===== config.mk =====
export PLATFORM = sky130hd
export DESIGN_NAME = id_ex_stage
export DESIGN_NICKNAME = d
export VERILOG_FILES = /design/src/rtl/id_ex_stage.sv
export SDC_FILE = /design/constraint.sdc
export NUM_CORES = 1
export LEC_CHECK = 0
export ABC_AREA = 1
export ABC_CLOCK_PERIOD_IN_PS = 4600
export BUFFER_PORTS_ARGS = -buffer_cell sky130_fd_sc_hd__buf_2
export CORE_ASPECT_RATIO = 0.75
export CORE_MARGIN = 8
export CORE_UTILIZATION = 58
export CTS_CLUSTER_DIAMETER = 200
export DETAILED_ROUTE_END_ITERATION = 10
export HOLD_SLACK_MARGIN = 0.15
export PLACE_DENSITY = 0.95
export SLEW_MARGIN = 30
export SYNTH_ARGS = -nofsm -noshare
export SYNTH_HDL_FRONTEND = slang
export SYNTH_SLANG_ARGS = --single-unit

===== constraint.sdc =====
create_clock -name clk -period 4.6 [get_ports clk]
set_clock_uncertainty 0.1 [all_clocks]
set_input_delay 0.23 -clock clk [delete_from_list [all_inputs] [get_ports clk]]
set_output_delay 0.23 -clock clk [all_outputs]
set_load 0.02 [all_outputs]

===== src/rtl/id_ex_stage.sv =====
// ID/EX pipeline register with EX-stage operand resolution and load-use hazard detection.
// Forwarding selects are computed in ID and latched here. They are applied in EX
// against the current-cycle EX/MEM and MEM/WB values.
module id_ex_stage #(
  parameter int unsigned DATA_W  = 32,
  parameter int unsigned REG_W   = 5,
  parameter int unsigned ALUOP_W = 4
) (
  input  logic               clk,
  input  logic               rst,
  input  logic               stall_in,
  input  logic               flush_in,
  input  logic               id_valid,
  input  logic [DATA_W-1:0]  id_rs_data,
  input  logic [DATA_W-1:0]  id_rt_data,
  input  logic [DATA_W-1:0]  id_imm,
  input  logic [REG_W-1:0]   id_rs,
  input  logic [REG_W-1:0]   id_rt,
  input  logic [REG_W-1:0]   id_rd,
  input  logic               id_uses_rt,
  input  logic               id_regw,
  input  logic               id_memr,
  input  logic               id_memw,
  input  logic               id_alusrc,
  input  logic [ALUOP_W-1:0] id_alu_op,
  input  logic [1:0]         fwd_sel1,
  input  logic [1:0]         fwd_sel2,
  input  logic [DATA_W-1:0]  mem_alu_result,
  input  logic [DATA_W-1:0]  wb_data,
  output logic               load_use_stall,
  output logic               ex_valid,
  output logic [REG_W-1:0]   ex_rd,
  output logic               ex_regw,
  output logic               ex_memr,
  output logic               ex_memw,
  output logic [ALUOP_W-1:0] ex_alu_op,
  output logic [DATA_W-1:0]  ex_opa,
  output logic [DATA_W-1:0]  ex_opb,
  output logic [DATA_W-1:0]  ex_store_data
);

  localparam logic [1:0] SEL_EX  = 2'b10;
  localparam logic [1:0] SEL_MEM = 2'b01;

  typedef enum logic {RUN, HOLD} state_t;

  state_t              state;
  logic                alusrc_q;
  logic [1:0]          sel1_q;
  logic [1:0]          sel2_q;
  logic [DATA_W-1:0]   rs_data_q;
  logic [DATA_W-1:0]   rt_data_q;
  logic [DATA_W-1:0]   imm_q;
  logic [DATA_W-1:0]   hold_opa;
  logic [DATA_W-1:0]   hold_opb;
  logic [DATA_W-1:0]   hold_store;

  logic [DATA_W-1:0]   rs_v;
  logic [DATA_W-1:0]   rt_v;
  logic [DATA_W-1:0]   opb_v;

  // Forwarding mux: EX producer now sits in EX/MEM, MEM producer in MEM/WB.
  always_comb begin
    rs_v = rs_data_q;
    rt_v = rt_data_q;
    if (sel1_q == SEL_EX)       rs_v = mem_alu_result;
    else if (sel1_q == SEL_MEM) rs_v = wb_data;
    if (sel2_q == SEL_EX)       rt_v = mem_alu_result;
    else if (sel2_q == SEL_MEM) rt_v = wb_data;
    opb_v = alusrc_q ? imm_q : rt_v;
  end

  // Operand outputs: live mux while running, frozen copies while held.
  always_comb begin
    ex_opa        = rs_v;
    ex_opb        = opb_v;
    ex_store_data = rt_v;
    if (state == HOLD) begin
      ex_opa        = hold_opa;
      ex_opb        = hold_opb;
      ex_store_data = hold_store;
    end
  end

  // Load in EX whose destination is read by the instruction in ID.
  always_comb begin
    load_use_stall = 1'b0;
    if (state == RUN && !stall_in && ex_valid && ex_memr && ex_rd != '0 &&
        (ex_rd == id_rs || (id_uses_rt && ex_rd == id_rt)))
      load_use_stall = 1'b1;
  end

  // Pipeline register update: rst > flush > stall > load-use bubble > capture.
  always_ff @(posedge clk) begin
    if (rst || flush_in) begin
      state      <= RUN;
      ex_valid   <= 1'b0;
      ex_rd      <= '0;
      ex_regw    <= 1'b0;
      ex_memr    <= 1'b0;
      ex_memw    <= 1'b0;
      ex_alu_op  <= '0;
      alusrc_q   <= 1'b0;
      sel1_q     <= '0;
      sel2_q     <= '0;
      rs_data_q  <= '0;
      rt_data_q  <= '0;
      imm_q      <= '0;
      if (rst) begin
        hold_opa   <= '0;
        hold_opb   <= '0;
        hold_store <= '0;
      end
    end else if (stall_in) begin
      if (state == RUN) begin
        hold_opa   <= rs_v;
        hold_opb   <= opb_v;
        hold_store <= rt_v;
      end
      state <= HOLD;
    end else begin
      state <= RUN;
      if (load_use_stall) begin
        ex_valid  <= 1'b0;
        ex_rd     <= '0;
        ex_regw   <= 1'b0;
        ex_memr   <= 1'b0;
        ex_memw   <= 1'b0;
        ex_alu_op <= '0;
        alusrc_q  <= 1'b0;
        sel1_q    <= '0;
        sel2_q    <= '0;
        rs_data_q <= '0;
        rt_data_q <= '0;
        imm_q     <= '0;
      end else begin
        ex_valid  <= id_valid;
        ex_rd     <= id_rd;
        ex_regw   <= id_regw;
        ex_memr   <= id_memr;
        ex_memw   <= id_memw;
        ex_alu_op <= id_alu_op;
        alusrc_q  <= id_alusrc;
        sel1_q    <= fwd_sel1;
        sel2_q    <= fwd_sel2;
        rs_data_q <= id_rs_data;
        rt_data_q <= id_rt_data;
        imm_q     <= id_imm;
      end
    end
  end

endmodule


==> flow_metrics.py, run 1 <==
metrics = {
    "run_status": {
        "outcome": "complete, no violations",
    },
    "drt": {
        "drt-pass1-iter-count": 7,
        "antenna_left": 0,
        "num_vias": 13400,
        "drt_wl_total_um": 42700,
        "avgViaCountPerCell": 5.52,
        "detail_route.drc_violations": 0,
        "initialDrtViolationCount": 2086,
        "routed_wire_length_per_instance_um": 17.5,
    },
    "setup_path": {
        "critical_path_peak_fanout": 34,
        "critPathLaunchType": "flop",
        "timing.critical_path.required_ns": 4.27,
        "reg2reg_setup_slack_ns": 1.93,
        "critical_path_arrival_ns": 2.95,
        "r2r_end": "hold_opa[31]$_SDFFCE_PP0P_",
        "r2r_cells": 6,
        "worstReg2RegStart": "sel1_q[1]$_SDFFE_PP0N_",
        "worstSetupPathType": "flop to primary output",
        "crit_path_end_kind": "primary output",
    },
    "floorplanning": {
        "floorplan.rows": 44,
        "initial_core_utilization": 0.594,
        "boundaryPins": 303,
        "die_area_um2": 24700,
        "core_area_um2": 19400,
        "die_w_um": 179,
        "chipHeight_um": 138,
    },
    "timing": {
        "finalSetupTns_ns": 0,
        "tightestPinTransition_ns": 0.943,
        "worst_slew_margin_rel": 0.371,
        "smallest_setup_slack_after_layout_ns": 1.32,
        "tmin_final_ns": 3.28,
        "final.period_utilization": 0.713,
        "final_hold_viol_count": 0,
        "slew_viol_final": 0,
        "setup_violations": 0,
        "grt_setup_unrepaired": "no",
        "fmax_mhz": 305,
    },
    "cts": {
        "cts_tree": "yes",
        "total_clock_buffers_created_by_cts": 22,
        "cts.hold.buffers_added": 134,
        "clock_insertion_delay_worst_skew_ns": 0.52,
        "number_of_levels_in_the_clock_h_tree": 1,
        "clk_root_buffer_cell": "sky130_fd_sc_hd__clkbuf_16",
        "cts-resized-gates": 0,
        "cts.repair_timing.setup_buffer_count": 0,
        "cts_num_sinks": 211,
        "path_clk_slew_ns": 0.07,
        "max-clock-path-buffers": 3,
    },
    "yosys": {
        "async_reset_ff_frac": 0,
        "post_synthesis_compound_gate_area_fraction": 0.0590,
        "synth_top_cell_area_share": 0.257,
        "syn_nets": 1978,
        "synth.ff_latch_count": 211,
        "synthCells": 1785,
        "muxShareOfSynthArea": 0,
        "postSynthAreaPerCell_um2": 6.47,
        "synth_xor_xnor_area_share": 0.000759,
        "synth-simple-area-share": 0.375,
        "synth.yosys.seq_area_share": 0.449,
        "synthDistinctLibCells": 21,
        "cell_area_after_synthesis_um2": 11500,
        "post_synth_most_frequent_cells": "sky130_fd_sc_hd__nand2_1, sky130_fd_sc_hd__inv_1, sky130_fd_sc_hd__nor2_1",
        "synth-warning-count": 0,
        "synth_area_leaders": "sky130_fd_sc_hd__nand2_1, sky130_fd_sc_hd__edfxtp_1, sky130_fd_sc_hd__dfxtp_1",
        "ys_dominant_reg_cell": "sky130_fd_sc_hd__dfxtp_1",
        "combinational_family_with_the_most_area_after_synthesis": "simple AND/OR/NAND/NOR gates",
        "synth_edf_count": 96,
        "synthMostInstantiatedCell": "sky130_fd_sc_hd__nand2_1",
        "synth_area_leader_cell": "sky130_fd_sc_hd__nand2_1",
        "synth_adder_area_share": 0,
    },
    "worst_hold_path": {
        "min-delay-path-class": "input pin to flop",
        "cell_depth_of_the_worst_min_delay_path": 5,
        "worst_hold_startpoint": "mem_alu_result[13]",
        "whs_endpoint": "hold_opa[13]$_SDFFCE_PP0P_",
    },
    "grt": {
        "wire_length_of_the_first_global_routing_pass_um": 67700,
        "antenna_found_initial": 4,
        "globalRouteOverflowTotal": 0,
        "number_of_global_route_vias_before_repair": 13200,
        "grt_max_degree": 116,
        "grtUsageTotal": 0.337,
    },
    "place": {
        "dp_hpwl_um": 26200,
        "gp_routability_congestion": 0.997,
        "port-buffer-count": 302,
        "setup_slack_after_placement_ns": 1.86,
        "place_area_um2": 13000,
    },
    "cells_and_area": {
        "area.growth.synth_to_final_pct": 31.2,
        "final_area_um2": 15100,
        "layout.filler_cells": 1397,
        "design.final.nets": 2350,
        "drive_gt1_frac": 0.171,
    },
    "power_and_ir_drop": {
        "power-per-cell-area_nw_per_um2": 318,
        "power.static_leakage_nw": 8.61,
        "max-vdd-ir-drop_uv": 263,
    },
    "job": {
        "max-cap-violations": 0,
    },
}
placed cells by master (no fill, tap or decap), drive strengths merged:
cell         netlist  routed
a21oi             96      96
buf               51     315
bufinv             0       2
clkbuf            50      27
clkinv             0       9
clkinvlp           0       2
dfxtp            115     115
diode              0       5
dlygate4sd3        0     134
edfxtp            96      96
inv              231     231
nand2            792     792
nand3             96      96
nand4              1       1
nor2             222     222
nor3b              1       1
o22ai             32      32
or2                1       1
xnor2              1       1
worst max path at each step:
| stage | startpoint | to | slack [ns] | cells after the start |
|---|---|---|---|---|
| floorplan | flush_in | hold_opa[0]$_SDFFCE_PP0P_ | 2.01 | 5 |
| global placement | sel1_q[1]$_SDFFE_PP0N_ | ex_opa[3] | 1.95 | 7 |
| detailed placement | state$_SDFF_PP0_ | rs_data_q[25]$_SDFFE_PP0N_ | 1.86 | 8 |
| CTS | state$_SDFF_PP0_ | load_use_stall | 1.40 | 7 |
| global route | sel1_q[1]$_SDFFE_PP0N_ | ex_opa[22] | 1.22 | 8 |
| finish | sel1_q[1]$_SDFFE_PP0N_ | ex_opa[31] | 1.32 | 7 |
metrics by stage:
stage,util,power [mW],cells,hold slack (ns)
detailed placement,0.671,2.85,2252,0.340
finish,0.779,4.82,2431,0.159
floorplan,-,2.56,1785,0.326
global placement,0.670,2.83,2252,0.336
CTS,0.778,4.77,2426,0.152
global route,0.779,4.96,2429,0.181
layer usage:
layer	track usage	routed length (um)
met5	0	13
met4	0.186	2870
met3	0.0770	4910
met2	0.547	19500
met1	0.405	15400
critical path: stages, from the launching register on:
cell                      delay (ns)
sky130_fd_sc_hd__dfxtp_1        0.34
sky130_fd_sc_hd__inv_2          0.26
sky130_fd_sc_hd__nor2_4         0.69
sky130_fd_sc_hd__buf_4          0.47
sky130_fd_sc_hd__a21oi_1        0.14
sky130_fd_sc_hd__o22ai_1        0.29
sky130_fd_sc_hd__inv_1          0.07
sky130_fd_sc_hd__buf_2          0.16
sequential cells by signal (all words and copies together) (netlist names), 4 cells and up:
name        count
ex_rd           5
hold_opa       32
hold_store     32
rt_data_q      32
rs_data_q      32
imm_q          32
hold_opb       32
ex_alu_op       4
logic make-up after synthesis:
group	Yosys count
and+or+nand+nor	1113
buffers and inverters	332
DFF	211
AOI/OAI and AO/OA	128
xor gates and xnor gates	1
power by group:
part / total [mW] / internal [mW] / switching, mW
Clock: 1.88 / 1.09 / 0.791
Combinational: 0.843 / 0.306 / 0.537
Sequential: 2.09 / 2.05 / 0.0373
Total: 4.82 / 3.45 / 1.36
cell type report:
type	instances	area, um2	area share
sequential	211	5190	0.343
multi-input combinational	1242	5040	0.333
timing repair buffer	449	2970	0.196
inverter	231	873	0.0577
clock buffer	27	632	0.0417
tap	253	317	0.0209
clock inverter	13	120	0.00793
antenna	5	12.5	0.000826
(Power assumes the default switching activity.)
==> inputs of run 2 (changes only) <==
--- a/config.mk
+++ b/config.mk
@@ -6,15 +6,15 @@
 export NUM_CORES = 1
 export LEC_CHECK = 0
 export ABC_AREA = 1
-export ABC_CLOCK_PERIOD_IN_PS = 4600
+export ABC_CLOCK_PERIOD_IN_PS = 3000
 export BUFFER_PORTS_ARGS = -buffer_cell sky130_fd_sc_hd__buf_2
 export CORE_ASPECT_RATIO = 0.75
 export CORE_MARGIN = 8
-export CORE_UTILIZATION = 58
+export CORE_UTILIZATION = 49
 export CTS_CLUSTER_DIAMETER = 200
 export DETAILED_ROUTE_END_ITERATION = 10
 export HOLD_SLACK_MARGIN = 0.15
-export PLACE_DENSITY = 0.95
+export PLACE_DENSITY = 0.9
 export SLEW_MARGIN = 30
 export SYNTH_ARGS = -nofsm -noshare
 export SYNTH_HDL_FRONTEND = slang
==> constraint.sdc (replaced) <==
create_clock -name clk -period 3 [get_ports clk]
set_clock_uncertainty 0.1 [all_clocks]
set_input_delay 0.15 -clock clk [delete_from_list [all_inputs] [get_ports clk]]
set_output_delay 0.15 -clock clk [all_outputs]
set_load 0.02 [all_outputs]
==> run 2 against run 1 <==
Global-route usage down 4.6 points. Combinational power up 59%. Setup slack worse by 0.95 ns. Total power up 53%. Sequential share of layout area down 0.86 points. Wire length up 1.6%. Via count down 1.4%. Count of clock-buffer cells in the layout up 12. Critical path type unchanged. Highest routed layer unchanged.
==> flow_metrics.py, run 2 (synthesis gave the netlist of run 1 again) <==
metrics = {
    "timing": {
        "grt_setup_unrepaired": "no",
        "tmin_final_ns": 2.63,
        "setup_violations": 0,
        "worst_slew_margin_rel": 0.375,
        "finalSetupTns_ns": 0,
        "slew_viol_final": 0,
        "smallest_setup_slack_after_layout_ns": 0.365,
        "tightestPinTransition_ns": 0.937,
        "final_hold_viol_count": 0,
        "final.period_utilization": 0.878,
        "fmax_mhz": 380,
    },
    "place": {
        "place_area_um2": 13200,
        "dp_hpwl_um": 27600,
        "setup_slack_after_placement_ns": 0.646,
        "gp_routability_congestion": 0.973,
        "port-buffer-count": 302,
    },
    "setup_path": {
        "critPathLaunchType": "flop",
        "r2r_end": "hold_opa[14]$_SDFFCE_PP0P_",
        "timing.critical_path.required_ns": 2.75,
        "worstSetupPathType": "flop to primary output",
        "critical_path_arrival_ns": 2.38,
        "reg2reg_setup_slack_ns": 0.48,
        "crit_path_end_kind": "primary output",
        "worstReg2RegStart": "sel1_q[1]$_SDFFE_PP0N_",
        "critical_path_peak_fanout": 16,
        "r2r_cells": 8,
    },
    "grt": {
        "grt_max_degree": 97,
        "antenna_found_initial": 6,
        "grtUsageTotal": 0.291,
        "wire_length_of_the_first_global_routing_pass_um": 68600,
        "number_of_global_route_vias_before_repair": 13300,
        "globalRouteOverflowTotal": 0,
    },
    "cts": {
        "clk_root_buffer_cell": "sky130_fd_sc_hd__clkbuf_16",
        "cts.repair_timing.setup_buffer_count": 0,
        "max-clock-path-buffers": 3,
        "cts.hold.buffers_added": 159,
        "path_clk_slew_ns": 0.06,
        "clock_insertion_delay_worst_skew_ns": 0.52,
        "number_of_levels_in_the_clock_h_tree": 1,
        "cts_tree": "yes",
        "cts-resized-gates": 0,
        "cts_num_sinks": 211,
        "total_clock_buffers_created_by_cts": 24,
    },
    "floorplanning": {
        "boundaryPins": 303,
        "core_area_um2": 23100,
        "die_w_um": 193,
        "chipHeight_um": 149,
        "initial_core_utilization": 0.501,
        "die_area_um2": 28800,
        "floorplan.rows": 48,
    },
    "worst_hold_path": {
        "min-delay-path-class": "input pin to flop",
        "cell_depth_of_the_worst_min_delay_path": 7,
        "whs_endpoint": "hold_store[18]$_SDFFCE_PP0P_",
        "worst_hold_startpoint": "wb_data[18]",
    },
    "drt": {
        "detail_route.drc_violations": 0,
        "avgViaCountPerCell": 5.27,
        "antenna_left": 0,
        "initialDrtViolationCount": 1333,
        "num_vias": 13200,
        "drt_wl_total_um": 43300,
        "drt-pass1-iter-count": 9,
        "routed_wire_length_per_instance_um": 17.2,
    },
    "cells_and_area": {
        "area.growth.synth_to_final_pct": 34.6,
        "layout.cells.most_common_list": "sky130_fd_sc_hd__nand2_1, sky130_fd_sc_hd__buf_2, sky130_fd_sc_hd__inv_1",
        "drive_gt1_frac": 0.169,
        "layout.cells.most_common": "sky130_fd_sc_hd__nand2_1",
        "final_area_um2": 15500,
        "design.final.nets": 2386,
    },
    "power_and_ir_drop": {
        "cellInternalPower_mw": 5.29,
        "p_sw_frac": 0.282,
        "power-per-cell-area_nw_per_um2": 474,
        "power.static_leakage_nw": 8.74,
        "p_sw_mw": 2.08,
        "max-vdd-ir-drop_uv": 361,
        "clockPowerShare": 0.383,
        "seqPwrFrac": 0.435,
        "comb_power_share": 0.182,
    },
    "job": {
        "max-cap-violations": 0,
    },
    "run_status": {
        "outcome": "complete, no violations",
    },
}
==> run 2: cell types whose count changed in the layout (fill, tap and decap cells not counted), sizes merged <==
cell | previous run | this run
buf | 315 | 324
bufinv | 2 | 0
clkbuf | 27 | 39
clkinv | 9 | 6
clkinvlp | 2 | 0
dlygate4sd3 | 134 | 159
inv | 231 | 230
==> run 2: stage by stage <==
stage | hold slack (ns) | power, mW | instances | utilization
3_3_place_gp | 0.334 | 4.37 | 2308 | 0.572
3_5_place_dp | 0.340 | 4.39 | 2308 | 0.572
6_report | 0.166 | 7.37 | 2516 | 0.674
5_1_grt | 0.200 | 7.62 | 2515 | 0.674
2_1_floorplan | 0.249 | 3.92 | 1785 | -
4_1_cts | 0.152 | 7.35 | 2511 | 0.673
==> run 2: layer usage <==
layer  track usage  vias to the layer above  wire (um)
li1              -                     6247          -
met1         0.347                     5962      16500
met5             0                        -         27
met2         0.492                      830      20200
met4         0.152                        4       2410
met3        0.0642                      204       4190
==> run 2: power groups by stage <==
stage               clock network (mW)  logic, mW  registers [mW]
floorplan                            0      0.660            3.26
global placement                     0       1.11            3.26
detailed placement                   0       1.13            3.26
CTS                               2.84       1.30            3.20
global route                      2.96       1.45            3.22
finish                            2.82       1.34            3.21
==> run 2: cell type report <==
class	instances	area (um2)
fillers	1897	7530
flip-flops and latches	211	5190
diodes	5	12.5
clock buffers	39	718
inverters	231	868
multi-input cells	1242	5040
well taps	300	375
clock inverters	5	22.5
repair buffers	483	3310
==> run 2: worst max-delay path by stage <==
stage / end / from / cells after the start / slack (ns)
floorplan: hold_opa[0]$_SDFFCE_PP0P_ / flush_in / 5 / 0.49
global placement: rt_data_q[23]$_SDFFE_PP0N_ / rst / 8 / 0.78
detailed placement: imm_q[26]$_SDFFE_PP0N_ / rst / 8 / 0.65
CTS: ex_opb[22] / sel2_q[1]$_SDFFE_PP0N_ / 9 / 0.40
global route: ex_store_data[19] / sel2_q[1]$_SDFFE_PP0N_ / 9 / 0.23
finish: ex_opb[23] / sel2_q[1]$_SDFFE_PP0N_ / 9 / 0.37
==> run 2: critical path, cell delays in order, from the launching register on <==
cell	delay (ns)
sky130_fd_sc_hd__dfxtp_1	0.31
sky130_fd_sc_hd__inv_1	0.11
sky130_fd_sc_hd__nor2_4	0.04
sky130_fd_sc_hd__inv_1	0.45
sky130_fd_sc_hd__buf_4	0.34
sky130_fd_sc_hd__nand3_1	0.12
sky130_fd_sc_hd__nand3_1	0.14
sky130_fd_sc_hd__nand2_1	0.10
sky130_fd_sc_hd__nand2_1	0.07
sky130_fd_sc_hd__buf_2	0.16
